### src/rtl/fifo_stream_pkg.sv
// Shared types and default widths for the fifo_to_stream show-ahead queue adapter.
package fifo_stream_pkg;

  localparam int unsigned DefDwidth    = 16;
  localparam int unsigned DefStatWidth = 32;

  typedef enum logic [1:0] {
    S_EMPTY = 2'd0,
    S_ONE   = 2'd1,
    S_TWO   = 2'd2
  } state_e;

endpackage

### src/rtl/sat_counter.sv
// Saturating up-counter with synchronous active-high reset and synchronous clear.
module sat_counter #(
  parameter int unsigned WIDTH = 32
) (
  input  logic             clk,
  input  logic             rst,
  input  logic             inc,
  input  logic             clear,
  output logic [WIDTH-1:0] count
);

  logic [WIDTH-1:0] count_q, count_d;

  always_comb begin
    count_d = count_q;
    if (clear) begin
      count_d = '0;
    end else if (inc && (count_q != {WIDTH{1'b1}})) begin
      count_d = count_q + WIDTH'(1);
    end
  end

  always_ff @(posedge clk) begin
    if (rst) count_q <= '0;
    else     count_q <= count_d;
  end

  assign count = count_q;

endmodule

### src/rtl/fifo_to_stream.sv
// Adapts a show-ahead queue to a valid/ready stream through a 2-entry skid buffer.
// Optional statistics counters are enabled by defining FIFO_TO_STREAM_STATS_EN.
module fifo_to_stream
  import fifo_stream_pkg::*;
#(
  parameter int unsigned DWIDTH     = DefDwidth,
  parameter int unsigned STAT_WIDTH = DefStatWidth
) (
  input  logic                  clk,
  input  logic                  rst,
  input  logic [DWIDTH-1:0]     fifo_dout,
  input  logic                  fifo_empty,
  output logic                  fifo_rd_en,
  input  logic                  flush,
  output logic                  m_valid,
  output logic [DWIDTH-1:0]     m_data,
  input  logic                  m_ready,
  output logic [STAT_WIDTH-1:0] xfer_count,
  output logic [STAT_WIDTH-1:0] stall_count
);

  state_e            state_q, state_d;
  logic [DWIDTH-1:0] slot0_q, slot0_d;
  logic [DWIDTH-1:0] slot1_q, slot1_d;
  logic              pop, take;

  // Gated by rst so no word is popped and then lost in the reset cycle.
  assign fifo_rd_en = ~fifo_empty & (state_q != S_TWO) & ~flush & ~rst;
  assign pop        = fifo_rd_en;
  assign m_valid    = (state_q != S_EMPTY);
  assign m_data     = slot0_q;
  assign take       = m_valid & m_ready;

  always_comb begin
    state_d = state_q;
    slot0_d = slot0_q;
    slot1_d = slot1_q;
    unique case (state_q)
      S_EMPTY: begin
        if (pop) begin
          state_d = S_ONE;
          slot0_d = fifo_dout;
        end
      end
      S_ONE: begin
        if (pop && take) begin
          slot0_d = fifo_dout;
        end else if (pop) begin
          state_d = S_TWO;
          slot1_d = fifo_dout;
        end else if (take) begin
          state_d = S_EMPTY;
        end
      end
      S_TWO: begin
        if (take) begin
          state_d = S_ONE;
          slot0_d = slot1_q;
        end
      end
      default: state_d = S_EMPTY;
    endcase
    if (flush) state_d = S_EMPTY;
  end

  always_ff @(posedge clk) begin
    if (rst) begin
      state_q <= S_EMPTY;
      slot0_q <= '0;
      slot1_q <= '0;
    end else begin
      state_q <= state_d;
      slot0_q <= slot0_d;
      slot1_q <= slot1_d;
    end
  end

`ifdef FIFO_TO_STREAM_STATS_EN
  // A transfer in the flush cycle still completes downstream, so it is counted.
  sat_counter #(
    .WIDTH (STAT_WIDTH)
  ) u_xfer_cnt (
    .clk   (clk),
    .rst   (rst),
    .inc   (take),
    .clear (1'b0),
    .count (xfer_count)
  );

  sat_counter #(
    .WIDTH (STAT_WIDTH)
  ) u_stall_cnt (
    .clk   (clk),
    .rst   (rst),
    .inc   (m_valid & ~m_ready),
    .clear (1'b0),
    .count (stall_count)
  );
`else
  assign xfer_count  = '0;
  assign stall_count = '0;
`endif

endmodule

### config.mk
export PLATFORM = sky130hd
export DESIGN_NAME = fifo_to_stream
export DESIGN_NICKNAME = d
export VERILOG_FILES = /design/src/rtl/fifo_stream_pkg.sv /design/src/rtl/sat_counter.sv /design/src/rtl/fifo_to_stream.sv
export SDC_FILE = /design/constraint.sdc
export NUM_CORES = 1
export LEC_CHECK = 0
export ABC_AREA = 0
export CORE_ASPECT_RATIO = 1.2
export CORE_MARGIN = 1.5
export CORE_UTILIZATION = 41
export DETAILED_ROUTE_END_ITERATION = 8
export GPL_TIMING_DRIVEN = 0
export PLACE_DENSITY_LB_ADDON = 0.25
export SLEW_MARGIN = 20
export SYNTH_ARGS = -nofsm -noshare
export SYNTH_HDL_FRONTEND = slang
export SYNTH_HIERARCHICAL = 1
export SYNTH_SLANG_ARGS = --single-unit
### constraint.sdc
create_clock -name clk -period 2.3 [get_ports clk]
set_clock_uncertainty 0.1 [all_clocks]
set_input_delay 0.345 -clock clk [delete_from_list [all_inputs] [get_ports clk]]
set_output_delay 0.345 -clock clk [all_outputs]
set_load 0.005 [all_outputs]
; Word level (Yosys, flattened, before mapping)
; Cells that the tools add are included.
[word_totals]
out_inout_bits = 82
wordCells = 37
register_bits = 34
input_bits = 21
[op_classes]
n_eq_ne = 8
bitwise = 8
n_reduce_logical = 8
mux = 10
[op_table]
columns = operator, n
row1 = $mux 16, 3
row2 = $pmux 16 s3, 1
row3 = $mux 2, 5
row4 = $ne 2x2->1 const B, 5
row5 = $reduce_and 4->1, 2
row6 = $pmux 2 s3, 1
row7 = $and 1x1->1, 4
row8 = $not 1->1, 4
row9 = $ne 3x3->1 const B, 1
row10 = $reduce_and 3->1, 1
row11 = $reduce_bool 3->1, 1
row12 = $eq 2x1->1 const B, 1
row13 = $eq 2x2->1 const B, 1
row14 = $logic_not 2->1, 1
row15 = $reduce_bool 2->1, 1
row16 = $reduce_or 2->1, 1
row17 = $logic_and 1x1->1, 1

; Longest topological paths before layout
[logic_depth]
word_depth = 7
ltp_mapped = 6
depth_no_buf = 3

; Worst setup path after synthesis
; OpenSTA, ideal clock, no wires.
[synth_timing]
kind = in2reg
start = input rst
end = register slot0_q[2] (netlist: m_data[2])
setup_ns = 0.079
t_required_ns = 2.121
path_slack_ns = 0.493
path_buffers = 3
t_arrival_ns = 1.628
stages = 6
cell_sequence = clkbuf_1 -> or4_1 -> buf_2 -> a21o_4 -> buf_6 -> a211oi_2
[synth_via]
elab_chain_len = 5
elab_cells_between_ends = 6
cone_classes = eq/ne (2) / bitwise (2) / reduce/logical (2)
[synth_rtl]
columns = item, line
row1 = "start, declared", fifo_to_stream.sv:10  ; input logic rst,
row2 = $not 1->1, fifo_to_stream.sv:28  ; assign fifo_rd_en = ~fifo_empty & (state_q != S_TWO) & ~flush & ~rst;
row3 = $and 1x1->1, fifo_to_stream.sv:28
row4 = $logic_and 1x1->1, fifo_to_stream.sv:46  ; if (pop && take) begin
row5 = $ne 2x2->1 (no line), -
row6 = $reduce_and 4->1 (no line), -
row7 = "end signal, assigned", fifo_to_stream.sv:73  ; slot0_q <= slot0_d;
row8 = "end, declared", fifo_to_stream.sv:23  ; logic [DWIDTH-1:0] slot0_q, slot0_d;
; Several ways; a longest one is shown, not always the timed one.
; A chain may end at the register's enable or synchronous reset.

; Worst setup path in the final report
[layout_timing]
start = input flush
end = output fifo_rd_en
[layout_via]
elab_chain_len = 3
[layout_rtl]
columns = item, line
row1 = "start, declared", fifo_to_stream.sv:14  ; input logic flush,
row2 = $not 1->1, fifo_to_stream.sv:28
row3 = $and 1x1->1 (2 in a row), fifo_to_stream.sv:28
row4 = "end, declared", fifo_to_stream.sv:13  ; output logic fifo_rd_en,
; No other way between the ends.

==> run metrics <==
largest net degree at the start of global routing=11; mux cell area share after synthesis=0%; Worst Slack Setup Final=0.1673 ns; top cells by area, synth=dfxtp_1 33%, buf_4 23%, a21oi_1 8.4%, a211oi_2 6.0%, o21bai_1 5.8%; Row Count=28; nets@finish=380; Avg Vias per Cell=about 4.5; Total Power=between 0.001 and 0.0015 W; leak pwr=around 1.2 nW; RSZ-0062 raised after global routing=no; clk root buf=clkbuf_8; RD Place Congestion=about 0.85; Slew Limit Headroom=62.96%; fill cell count=475; Worst path slowest cell=clkdlybuf4s50_1; area share of fa/ha/maj cells after synthesis=0%; Top-Level Pins=103; HP Start=slot1_q[15]; reg2reg path depth=5; post-DR wirelength/cell=~11 microns; Clock Sinks=34; hold worst-path end=slot1_q[15]; Routed Antenna Nets=0; Fin. Hold Viols=0; most used cell, CP=clkdlybuf4s50_1; CP Data Required Time=1.86 ns; Pins Over Slew Limit=0; register bit count reported by yosys=34; die width=68.09 microns; Highest Clock Rate=468.9 MHz; DR iter-0 viols=91; Synth Area in Compound Gates=27.25%; top cell family by delay on the critical path=buffers and inverters; critical path startpoint category=primary input; Yosys Warn Count=6; Worst R2R Start=state_q[1]; post-CTS setup buffer count=0; Critical Path, Cell by Cell=clkdlybuf4s50_1 -> nor4_1 -> clkdlybuf4s50_1; Reg-to-Reg End=m_data[10]; # port buffers=37; Hold Crit Depth=2; post-synthesis simple-gate area fraction=12.30%; largest family of logic cells by synthesized area=buffers and inverters; Critical Path AT=1.69 ns; Antenna Cells=0; vias=1872; sequential area share after synthesis=32.65%; Yosys top cell area share=32.65%; die area=~5500 sq um; WS Path Type=in -> out; Routed WL=4764 microns; final setup TNS=0 ns; fin crit share=92.73%; total track usage=17.89%; placement-stage cell area=~2800 sq um; xor/xnor cell area share of the yosys netlist=0%; worst-path maximum fanout=5; Place WS=-0.1081 ns; Cells after Synth=about 250; most frequent cells in the layout=64 x buf_4, 64 x conb_1, 37 x clkdlybuf4s50_1, 35 x a21oi_1, 34 x dfxtp_1; Slew @ Worst Pin=roughly 0.55 ns; leading area contributor after synthesis=dfxtp_1; final instance area=2878 sq um; outcome=finished, final reports clean; depth of the CTS H-tree=2; R2R Setup Slk=0.36 ns; Remaining DRCs=0; core area=around 4900 sq um; vias in the first global route=roughly 1700; Tmin final=2.133 ns; fraction of layout cells with a size suffix above 1=between 20% and 30%; CTS Buffer Depth=2; DP Wirelength=3512 microns; GRT overflow=0; total iterations of the first detailed-routing run=4; maxcap violations=0; WP buf/inv=2; maximum vdd drop=0.3288 mV; Area Growth Syn to Fin=38.06%; Synth Cell Area=2084 sq um; worst skew pair latency=0.28 ns; mean cell area of the mapped netlist=8.272 sq um; worst hold-check path type=reg -> reg; first-pass GRT wire length=7617 microns; crit end category=output pin; Setup violations, final=0; post-synth cell types=25; Pwr Density=502.5 nW/um^2; initial antenna violation count=0; CP max stage delay=~0.54 ns; Initial Util=42.50%; Die Ht=81.11 microns; CTS Buf Count=5; clock transition at the registers of the reported paths=roughly 0.070 ns; CTS tree=built
-- power breakdown --
part	leakage, nW	switching, W	internal, W	total (W)
sequential	0.277	0.0000134	0.000612	0.000625
clock	0.0575	0.000209	0.000302	0.000512
combinational	0.904	0.000131	0.000178	0.000309
total	1.24	0.000354	0.00109	0.00145
-- layer usage --
layer	global-route usage, %	vias up	wire (microns)	part of all wire [%]
met3	3.324	6	406	8.5
met1	21.92	819	1933	41
met5	0	-	0	0
met4	8.200	0	61	1.3
li1	-	970	-	-
met2	29.90	77	2363	50
-- registers in the layout, indices dropped and copies added, names as in the netlist --
register / cells
m_data: 16
slot1_q: 16
state_q: 2
-- what timing repair did --
action / in CTS / in global routing
gates resized for setup: 0 / 2
hold buffers: 0 / 0
endpoints found under the setup margin: 0 / 2
-- final cells by class --
type / instances / area (sq um) / share of cell area, %
plain buffers: 85 / 576.8 / 20.04
clock buffers: 8 / 110.1 / 3.826
multi-input cells: 196 / 1065 / 37.00
flip-flops and latches: 34 / 680.7 / 23.65
well taps: 60 / 75.07 / 2.609
repair buffers: 37 / 370.4 / 12.87
-- cells in the mapped netlist (all sizes together) --
library cell,number
clkbuf,17
dfxtp,34
o21a,1
nor2,2
nor3,16
or2,2
a21oi,35
a211oi,16
conb,1
nand3b,2
or4,1
nand3,16
buf,68
nand2b,2
nand2,1
o21ai,16
a21o,1
nor4,3
o21bai,16
nor2b,2
-- logic make-up (layout without fill, tap and decap cells) --
| logic type | count (synthesis) | in the layout |
|---|---|---|
| AOI/OAI and AO/OA | 85 | 85 |
| buffers and inverters | 85 | 130 |
| and+or+nand+nor | 47 | 47 |
| DFF | 34 | 34 |
| other | 1 | 64 |
-- tightest hold or removal path: cells and delay by family, from the launching register on --
family,cells,cell delay (ns)
flip-flops,1,0.31
AO/OA/AOI/OAI,2,0.12
-- through the flow --
| stage | util, % | hold slack [ns] | instances |
|---|---|---|---|
| floorplan | - | 0.3235 | 315 |
| global placement | 56.40 | 0.3603 | 412 |
| detailed placement | 56.40 | 0.3718 | 412 |
| CTS | 58.65 | 0.3825 | 420 |
| global route | 58.67 | 0.4069 | 420 |
| finish | 58.67 | 0.3827 | 420 |
-- worst max-delay path by stage --
stage | start | to | slack [ns] | cells past startpoint
2_1_floorplan | rst | m_data[2] | 0.49 | 6
3_3_place_gp | flush | m_data[14] | -0.09 | 5
3_5_place_dp | flush | m_data[3] | -0.11 | 5
4_1_cts | flush | fifo_rd_en | 0.15 | 3
5_1_grt | rst | fifo_rd_en | 0.06 | 4
6_report | flush | fifo_rd_en | 0.17 | 3
Note: power is estimated with default switching activity, not from simulation.
